<file path="src/rtl/axi_led_regs.sv">
// AXI4 responder exposing LED override, scratch and cycle-counter registers.
// Independent write and read FSMs; INCR/FIXED bursts, WRAP treated as INCR.
module axi_led_regs #(
   parameter int ID_W   = 16,
   parameter int ADDR_W = 40,
   parameter int DATA_W = 128
) (
   input  logic                pl_clk,
   input  logic                pl_resetn,
   input  logic [ID_W-1:0]     s_awid,
   input  logic [ADDR_W-1:0]   s_awaddr,
   input  logic [7:0]          s_awlen,
   input  logic [1:0]          s_awburst,
   input  logic                s_awvalid,
   output logic                s_awready,
   input  logic [DATA_W-1:0]   s_wdata,
   input  logic [DATA_W/8-1:0] s_wstrb,
   input  logic                s_wlast,
   input  logic                s_wvalid,
   output logic                s_wready,
   output logic [ID_W-1:0]     s_bid,
   output logic [1:0]          s_bresp,
   output logic                s_bvalid,
   input  logic                s_bready,
   input  logic [ID_W-1:0]     s_arid,
   input  logic [ADDR_W-1:0]   s_araddr,
   input  logic [7:0]          s_arlen,
   input  logic [1:0]          s_arburst,
   input  logic                s_arvalid,
   output logic                s_arready,
   output logic [ID_W-1:0]     s_rid,
   output logic [DATA_W-1:0]   s_rdata,
   output logic [1:0]          s_rresp,
   output logic                s_rlast,
   output logic                s_rvalid,
   input  logic                s_rready,
   output logic                led_override,
   output logic [7:0]          led_value
);

   localparam logic [1:0] OKAY   = 2'b00;
   localparam logic [1:0] SLVERR = 2'b10;

   typedef enum logic [1:0] {W_IDLE, W_DATA, W_RESP} wstate_t;
   typedef enum logic {R_IDLE, R_DATA} rstate_t;

   wstate_t ws, ws_n;
   rstate_t rs, rs_n;

   logic              live;
   logic [31:0]       scratch;
   logic [31:0]       cycles;

   logic [ID_W-1:0]   w_id;
   logic [ADDR_W-1:0] w_addr;
   logic [7:0]        w_len;
   logic [7:0]        w_cnt;
   logic              w_fixed;
   logic              w_err;
   logic              aw_hs, w_hs, b_hs;
   logic              w_ok, w_last_beat;

   logic [ID_W-1:0]   r_id;
   logic [ADDR_W-1:0] r_addr;
   logic [7:0]        r_len;
   logic [7:0]        r_cnt;
   logic              r_fixed;
   logic [31:0]       r_data;
   logic [1:0]        r_resp;
   logic              r_last;
   logic              ar_hs, r_hs, load;
   logic [ADDR_W-1:0] ld_addr;
   logic              ld_ok, ld_last;
   logic [1:0]        ld_idx;
   logic [31:0]       ld_data;
   logic [1:0]        ld_resp;

   logic              unused;
   assign unused = ^{s_wdata[DATA_W-1:32], s_wstrb[DATA_W/8-1:4]};

   // Holds ready outputs low for the first cycle after reset release.
   always_ff @(posedge pl_clk or negedge pl_resetn) begin
      if (!pl_resetn) live <= 1'b0;
      else            live <= 1'b1;
   end

   always_ff @(posedge pl_clk or negedge pl_resetn) begin
      if (!pl_resetn) cycles <= '0;
      else            cycles <= cycles + 32'd1;
   end

   // ---------------- write channel ----------------
   assign aw_hs       = s_awvalid && s_awready;
   assign w_hs        = s_wvalid && s_wready;
   assign b_hs        = s_bvalid && s_bready;
   assign w_ok        = (w_addr[ADDR_W-1:6] == '0);
   assign w_last_beat = (w_cnt == w_len);

   always_ff @(posedge pl_clk or negedge pl_resetn) begin
      if (!pl_resetn) ws <= W_IDLE;
      else            ws <= ws_n;
   end

   always_comb begin
      ws_n = ws;
      unique case (ws)
         W_IDLE: if (aw_hs) ws_n = W_DATA;
         W_DATA: if (w_hs && w_last_beat) ws_n = W_RESP;
         W_RESP: if (b_hs) ws_n = W_IDLE;
         default: ws_n = W_IDLE;
      endcase
   end

   always_comb begin
      s_awready = live && (ws == W_IDLE);
      s_wready  = (ws == W_DATA);
      s_bvalid  = (ws == W_RESP);
      s_bid     = w_id;
      s_bresp   = w_err ? SLVERR : OKAY;
   end

   always_ff @(posedge pl_clk or negedge pl_resetn) begin
      if (!pl_resetn) begin
         w_id    <= '0;
         w_addr  <= '0;
         w_len   <= '0;
         w_cnt   <= '0;
         w_fixed <= 1'b0;
         w_err   <= 1'b0;
      end else if (aw_hs) begin
         w_id    <= s_awid;
         w_addr  <= s_awaddr;
         w_len   <= s_awlen;
         w_cnt   <= '0;
         w_fixed <= (s_awburst == 2'b00);
         w_err   <= 1'b0;
      end else if (w_hs) begin
         w_cnt <= w_cnt + 8'd1;
         if (!w_fixed) w_addr <= w_addr + ADDR_W'(16);
         if (!w_ok || (s_wlast != w_last_beat)) w_err <= 1'b1;
      end
   end

   always_ff @(posedge pl_clk or negedge pl_resetn) begin
      if (!pl_resetn) begin
         led_override <= 1'b0;
         led_value    <= '0;
         scratch      <= '0;
      end else if (w_hs && w_ok) begin
         unique case (w_addr[5:4])
            2'd0: if (s_wstrb[0]) led_override <= s_wdata[0];
            2'd1: if (s_wstrb[0]) led_value <= s_wdata[7:0];
            2'd2: begin
               for (int b = 0; b < 4; b++)
                  if (s_wstrb[b]) scratch[8*b +: 8] <= s_wdata[8*b +: 8];
            end
            2'd3: ;
            default: ;
         endcase
      end
   end

   // ---------------- read channel ----------------
   assign ar_hs   = s_arvalid && s_arready;
   assign r_hs    = s_rvalid && s_rready;
   assign load    = ar_hs || (r_hs && !r_last);
   assign ld_addr = (rs == R_IDLE) ? s_araddr :
                    (r_fixed ? r_addr : r_addr + ADDR_W'(16));
   assign ld_ok   = (ld_addr[ADDR_W-1:6] == '0);
   assign ld_idx  = ld_addr[5:4];
   assign ld_last = (rs == R_IDLE) ? (s_arlen == 8'd0) :
                    (r_cnt + 8'd1 == r_len);

   always_comb begin
      ld_data = '0;
      ld_resp = OKAY;
      unique case (1'b1)
         !ld_ok:                  ld_resp = SLVERR;
         ld_ok && ld_idx == 2'd0: ld_data = {31'b0, led_override};
         ld_ok && ld_idx == 2'd1: ld_data = {24'b0, led_value};
         ld_ok && ld_idx == 2'd2: ld_data = scratch;
         ld_ok && ld_idx == 2'd3: ld_data = cycles;
         default: ;
      endcase
   end

   always_ff @(posedge pl_clk or negedge pl_resetn) begin
      if (!pl_resetn) rs <= R_IDLE;
      else            rs <= rs_n;
   end

   always_comb begin
      rs_n = rs;
      unique case (rs)
         R_IDLE: if (ar_hs) rs_n = R_DATA;
         R_DATA: if (r_hs && r_last) rs_n = R_IDLE;
         default: rs_n = R_IDLE;
      endcase
   end

   always_comb begin
      s_arready = live && (rs == R_IDLE);
      s_rvalid  = (rs == R_DATA);
      s_rid     = r_id;
      s_rdata   = DATA_W'(r_data);
      s_rresp   = r_resp;
      s_rlast   = r_last;
   end

   always_ff @(posedge pl_clk or negedge pl_resetn) begin
      if (!pl_resetn) begin
         r_id    <= '0;
         r_len   <= '0;
         r_fixed <= 1'b0;
         r_cnt   <= '0;
         r_addr  <= '0;
         r_data  <= '0;
         r_resp  <= OKAY;
         r_last  <= 1'b0;
      end else begin
         if (ar_hs) begin
            r_id    <= s_arid;
            r_len   <= s_arlen;
            r_fixed <= (s_arburst == 2'b00);
            r_cnt   <= '0;
         end else if (r_hs && !r_last) begin
            r_cnt <= r_cnt + 8'd1;
         end
         if (load) begin
            r_addr <= ld_addr;
            r_data <= ld_data;
            r_resp <= ld_resp;
            r_last <= ld_last;
         end
      end
   end

endmodule

</file>
<file path="config.mk">
export PLATFORM = sky130hd
export DESIGN_NAME = axi_led_regs
export DESIGN_NICKNAME = d
export VERILOG_FILES = /design/src/rtl/axi_led_regs.sv
export SDC_FILE = /design/constraint.sdc
export NUM_CORES = 1
export LEC_CHECK = 0
export CAP_MARGIN = 20
export CORE_ASPECT_RATIO = 0.8
export CORE_MARGIN = 10
export CORE_UTILIZATION = 50
export DETAILED_ROUTE_END_ITERATION = 10
export PLACE_DENSITY = 0.95
export SLEW_MARGIN = 5
export SYNTH_ARGS = -nofsm -noshare
export SYNTH_HDL_FRONTEND = slang
export SYNTH_SLANG_ARGS = --single-unit
export TNS_END_PERCENT = 30
</file>
<file path="constraint.sdc">
create_clock -name pl_clk -period 7.05 [get_ports pl_clk]
set_input_delay 2.115 -clock pl_clk [delete_from_list [all_inputs] [get_ports pl_clk]]
set_output_delay 2.115 -clock pl_clk [all_outputs]
set_load 0.02 [all_outputs]
</file>
==> impl_results.md, run 1 <==
* Status: finished clean
* R2R Path End: s_rresp[1]
* End of the critical path: s_rresp[1]
* Vias/cell at 5.668
* Synth async-reset ratio at 1.000
* TritonCTS buffer count at 27
* Slew Limit Fails at 0
* # IOs at 463
* Setup ws final at 2183 ps
* DR WL/cell at 19.92 µm
* CP max stage cell: nand3_2
* Max_cap viols at 0
* IO buf count at 248
* # setup viols final at 0
* Fin util at 0.6372
* WP depth at 7
* Gr usage total at 0.2236
* Number of fillers in the final layout at 1993
* CTS resizes at 0
* Initial antenna violation count at 3
* Area of the core at 0.02653 mm²
* Delay-heaviest family, CP: simple AND/OR/NAND/NOR gates
* CTS Sinks at 250
* Fin crit period at 4867 ps
* Die Y at 167.4 µm
* Clk_skew at 12.32 ps
* Power per cell area at 342.8 mW/mm²
* Rel. slew slack at 0.4086
* Hold_buf cts at 0
* Reg-to-reg critical path startpoint: r_addr[4]
* Place WS at 1675 ps
* Drt first-iter violations at 1022
* Critical path endpoint category: flip-flop
* Worst setup startpoint: s_araddr[25]
* Crit start category: input pin
* Critical-path cell list: clkdlybuf4s50_1 > a22o_1 > a211o_1 > or4b_1 > nor4_2 > nand3_2 > o31a_1
* Hold Path Class: flip-flop to flip-flop
* Area of the multi-input gates at 0.006590 mm²
* Synth top area share at 0.4609
* Main synth FF type: dfrtp_1
* Most frequent cells in the layout: nand2_1, dfrtp_1, clkdlybuf4s50_1
* Crit Path Class: input pin to flip-flop
* DRC violations left at 0
* Most common cell after layout, fill and taps aside: nand2_1
* Root buffer cell: clkbuf_16
* Setup TNS at 0 ps
* Final Hold Viols at 0
* Initial Util at 0.5117
* Crit path max fanout at 33
* Hold WS at 475.5 ps
* Worst-Skew Late Latency at 540 ps
* Ratio of cells with drive above 1 in the final layout at 0.1046
* RSZ-0062 raised after global routing: false
* Synthesized area per cell at 9.619 µm²
* # nets final at 1916
* Syn. warnings at 0
* Unique masters post-synth at 65
* CP arrival at 5280 ps
* Via Count at 11350
* Flop-to-flop setup slack at 2720 ps
* GP Congestion at 0.9233
* Vias in the first global route at 11620
* H-tree depth at 1
* Mapped Cells at 1411
* Number of flops mapped to enable cells by yosys at 0
* Area leader, netlist: dfrtp_1
* DRT Wirelength at 39890 µm
* Worst VDD drop at 0.2402 mV
* FF+latch area at 0.006257 mm²
* Largest stage delay on the critical path at 660 ps
* DRT antenna net count at 0
* FF-to-FF path depth at 9
* Clock buffer depth at 3
* Die width at 204.2 µm
* Placed insts at 1951
* Post-CTS setup buffer count at 0
* Total gr overflow at 0
* Worst slew pin tran at 887.1 ps
* Layout area overhead at 24.53%
* Worst-path clk slew at 60 ps
* FF+latch count, synth at 250
* HPWL Detailed at 28340 µm
* Leakage power at 7.237 nW
* Register area share after synthesis at 0.4609
* Worst path bufs/invs at 1
* Pin count of the biggest net entering global routing at 144
* Mapped Area at 0.01357 mm²
* CTS tree: done
* TritonRoute pass-1 iters at 7
* Cell Rows at 53
* Tcrit/Tclk final at 0.6903
* Critical Path RT at 7470 ps
* Die area at 0.03418 mm²
* Global-route wire length before repair at 63490 µm
* Post-Layout Cell Count at 2003
* Worst Min Path Start: r_data[12]
* Ranking of synthesized cells by area: dfrtp_1, mux2_2, nand2_1
* Maximum clock rate at 0.2055 GHz
[worst register-to-register path: stages, from the launching register on]
cell,delay (ps)
dfrtp_1,490
ha_1,360
nand3b_1,320
o41a_1,510
a221oi_1,320
nand2_1,90
or4b_1,560
nor4_2,350
nand3_2,660
o31a_1,550
[worst min path at each step]
stage            endpoint  slack (ps)  depth (start not counted)
4_1_cts        cycles[31]         480                          1
6_report       r_data[12]         480                          2
2_1_floorplan  cycles[31]         440                          1
3_3_place_gp     s_bid[2]         460                          2
3_5_place_dp   cycles[31]         460                          1
5_1_grt        cycles[31]         500                          1
[cells in the mapped netlist, types with 5 or more instances]
library cell / n
nor3_1: 15
nor2_1: 72
dfrtp_1: 250
nor2b_1: 11
o21ai_0: 62
mux2_2: 92
and2_1: 6
o22ai_1: 14
a211oi_1: 8
a311oi_1: 6
and3_1: 24
clkbuf_1: 48
a21oi_1: 37
and4_1: 18
buf_2: 16
ha_1: 8
xor2_1: 43
nand4_1: 27
or3_1: 5
a31oi_1: 8
buf_1: 7
o31ai_1: 39
nand3_1: 45
nor4_1: 24
or4_1: 15
xnor2_1: 56
mux2i_1: 15
nand2_1: 258
buf_4: 99
inv_1: 13
[logic make-up (layout without fill, tap and decap cells)]
kind of cell               after synthesis  count (layout)  share of synthesized area
and+or+nand+nor                        549             549                     0.1972
DFF                                    250             250                     0.4609
muxes                                  108             108                    0.08905
xor gates and xnor gates                99              99                    0.06388
adders and majority gates                8               8                   0.007375
buffers and inverters                  188             324                    0.08269
AOI/OAI and AO/OA                      207             207                    0.09836
other                                    2             101                  0.0005533
[where the power goes]
group	switching [mW]	internal [mW]	leakage (nW)
Combinational	1.16	0.886	3.55
Sequential	0.455	1.80	3.23
Clock	0.594	0.899	0.459
[per-layer routing]
layer,vias to the layer above,global-route usage,share of wire
met3,63,0.06172,0.091
met5,-,0,0.00038
met1,5569,0.2675,0.38
met4,2,0.05239,0.021
li1,5187,-,-
met2,533,0.3899,0.51
[through the flow]
stage,power (mW),cell area [µm²]
2_1_floorplan,3.550,13940
3_3_place_gp,4.144,15940
3_5_place_dp,4.254,15940
4_1_cts,5.776,16880
5_1_grt,6.110,16900
6_report,5.794,16900
[registers in the layout, indices dropped and copies added (netlist names), 2 cells and up]
signal and cells:
r_addr 36, w_addr 36, cycles 32, r_data 32
scratch 32, s_bid 16, s_rid 16, led_value 8
r_cnt 8, r_len 8, w_cnt 8, w_len 8
ws 2
[layout make-up]
cell class                      count  area share
Timing Repair Buffer              262      0.1546
Clock inverter                     10    0.008365
Sequential cell                   250      0.3702
Tap cell                          357     0.02643
Multi-Input combinational cell   1070      0.3899
Antenna cell                        2   0.0002961
Inverter                           13    0.002887
Clock buffer                       39     0.04738
Note: power is estimated with default switching activity, not from simulation.
==> run 2: changes to the inputs <==
Settings changed: CORE_UTILIZATION 50 to 42, PLACE_DENSITY 0.95 to 0.89.
Clock period 7.05 ns to 4.3 ns, I/O delays scaled along.
==> run 2 against run 1 <==
Wire length decreased by 0.37%. Final cell count increased by 3.9%. Total power increased by 67%. First-iteration DRC count increased by 4.5%. Sequential share of layout area decreased by 0.59 points. Die area increased by 17%. Global-route usage decreased by 3.4 points. Clock skew about the same. Combinational power increased by 64%. Utilization decreased by 9.4 points.
==> impl_results.md, run 2 (same netlist as run 1, synthesis figures left out) <==
* Status: finished clean
* Layout area overhead at 26.56%
* Maximum clock rate at 0.2548 GHz
* Initial antenna violation count at 2 (-1)
* CTS resizes at 0 (unchanged)
* Power per cell area at 562.5 mW/mm² (+64%)
* Drt first-iter violations at 1068 (+4.5%)
* Die width at 221.0 µm (+8.2%)
* # setup viols final at 0 (unchanged)
* Critical path endpoint category: flip-flop
* Post-Layout Cell Count at 2081 (+3.9%)
* Crit path max fanout at 33 (unchanged)
* CTS Sinks at 250 (unchanged)
* Worst-Skew Late Latency at 560 ps (+20 ps)
* Worst-path clk slew at 60 ps (about the same)
* Initial Util at 0.4290 (-0.08272)
* H-tree depth at 1 (unchanged)
* Critical-path cell list: nand4_4 > or4_1 > or4_1 > nor3_1 > xor2_1 > mux2_2 > or4b_1 > buf_4 > o31ai_1
* Largest stage delay on the critical path at 670 ps (about the same)
* Slew Limit Fails at 0 (unchanged)
* Max_cap viols at 0 (unchanged)
* Most common cell after layout, fill and taps aside: nand2_1
* Regs by FF count: r_addr (36), w_addr (36)
* Most used cell, CP: or4_1
* TritonRoute pass-1 iters at 6 (-1)
* Clock buffer depth at 3 (unchanged)
* DRT antenna net count at 0 (unchanged)
* Post-CTS setup buffer count at 0 (unchanged)
* Setup TNS at 0 ps (unchanged)
* Tcrit/Tclk final at 0.9127
* Flop-to-flop setup slack at 380 ps (-2340 ps)
* CP arrival at 4360 ps (-920 ps)
* DRC violations left at 0 (unchanged)
* # IOs at 463 (unchanged)
* Gr usage total at 0.1893 (-0.03430)
* Die area at 0.03995 mm² (+17%)
* Global-route wire length before repair at 63160 µm (-0.53%)
* CP max stage cell: or4_1
* Root buffer cell: clkbuf_16
* Vias/cell at 5.363 (-5.4%)
* Hold Path Class: flip-flop to flip-flop
* Leakage power at 7.352 nW (+1.6%)
* HPWL Detailed at 29190 µm (+3.0%)
* Ratio of cells with drive above 1 in the final layout at 0.1151 (+0.01044)
* IO buf count at 248 (unchanged)
* Final Hold Viols at 0 (unchanged)
* Via Count at 11160 (-1.7%)
* Area of the core at 0.03164 mm² (+19%)
* TritonCTS buffer count at 28 (+3.7%)
* Placed insts at 2028 (+3.9%)
* DRT Wirelength at 39750 µm (-0.37%)
* Cell Rows at 58 (+9.4%)
* Die Y at 180.8 µm (+8.0%)
* Fin crit period at 3925 ps
* Vias in the first global route at 11360 (-2.2%)
* CTS tree: done
* Worst VDD drop at 0.5199 mV (+120%)
* Hold_buf cts at 0 (unchanged)
* Crit start category: flip-flop
* Total gr overflow at 0 (unchanged)
* Rel. slew slack at 0.2932 (-0.1154)
* DR WL/cell at 19.10 µm (-4.1%)
* Worst slew pin tran at 1058 ps (+170.6 ps)
* Clk_skew at 12.27 ps (-0.04440 ps)
* Most frequent cells in the layout: nand2_1, dfrtp_1, clkdlybuf4s50_1
* Pin count of the biggest net entering global routing at 94 (-35%)
* # nets final at 1930 (+0.73%)
* GP Congestion at 0.8794 (-4.8%)
* Critical Path RT at 4740 ps (-2730 ps)
* RSZ-0062 raised after global routing: false
* Crit Path Class: flip-flop to flip-flop
==> run 2: changes by cell type in the layout (fill, tap and decap cells not counted), moves of 3 or more <==
cell / delta
buf_4: +11
clkbuf_1: -3
clkinv_2: +4
buf_12: +3
==> run 2: power by group <==
part	total, mW	switching (mW)	internal, mW
sequential	3.70	0.750	2.95
combinational	3.35	1.86	1.49
clock	2.60	1.03	1.58
==> run 2: per-stage QoR <==
stage          hold WS [ps]  instance area (µm²)  total power, mW  setup slack (ps)    util
2_1_floorplan         441.6                13940            5.820             777.0       -
3_3_place_gp          457.3                16160            6.879             276.8  0.5108
3_5_place_dp          469.6                16160            7.031             259.1  0.5108
4_1_cts               483.4                17180            9.686             395.8  0.5428
5_1_grt               508.0                17180            10.21             268.3  0.5429
6_report              479.9                17180            9.662             375.3  0.5429
==> run 2: path summary, 6_finish.rpt <==
kind                            start          to  cells past startpoint
max                        r_addr[15]  r_data[17]                      9
min                        cycles[27]  cycles[27]                      1
max reg2reg                r_addr[15]  r_data[17]                      9
min reg2reg                cycles[27]  cycles[27]                      1
max in group asynchronous   pl_resetn  r_data[26]                      2
min in group asynchronous   pl_resetn    s_bid[3]                      1
==> run 2: cell type report <==
cell class                 instances  area [µm²]
fill                            2730       14460
multi-input combinational       1070        6590
sequential                       250        6257
timing repair buffer             275        2740
clock buffer                      37       814.5
tap                              420       525.5
clock inverter                    15       198.9
inverter                          13       48.80
antenna                            1       2.502
==> run 2: layer usage <==
layer | global-route usage | wire [µm] | up-vias
met5 | 0 | 0 | -
met2 | 0.3297 | 20130 | 409
li1 | - | - | 5219
met3 | 0.05985 | 3382 | 47
met4 | 0.03638 | 529 | 0
met1 | 0.2255 | 15710 | 5486
==> run 2: critical path, delay by kind of cell (launching register included) <==
family,cells,cell delay (ps)
XOR/XNOR,1,110
buffers and inverters,1,290
flip-flops,1,510
AO/OA/AOI/OAI,1,360
AND/OR/NAND/NOR,5,2260
multiplexers,1,290
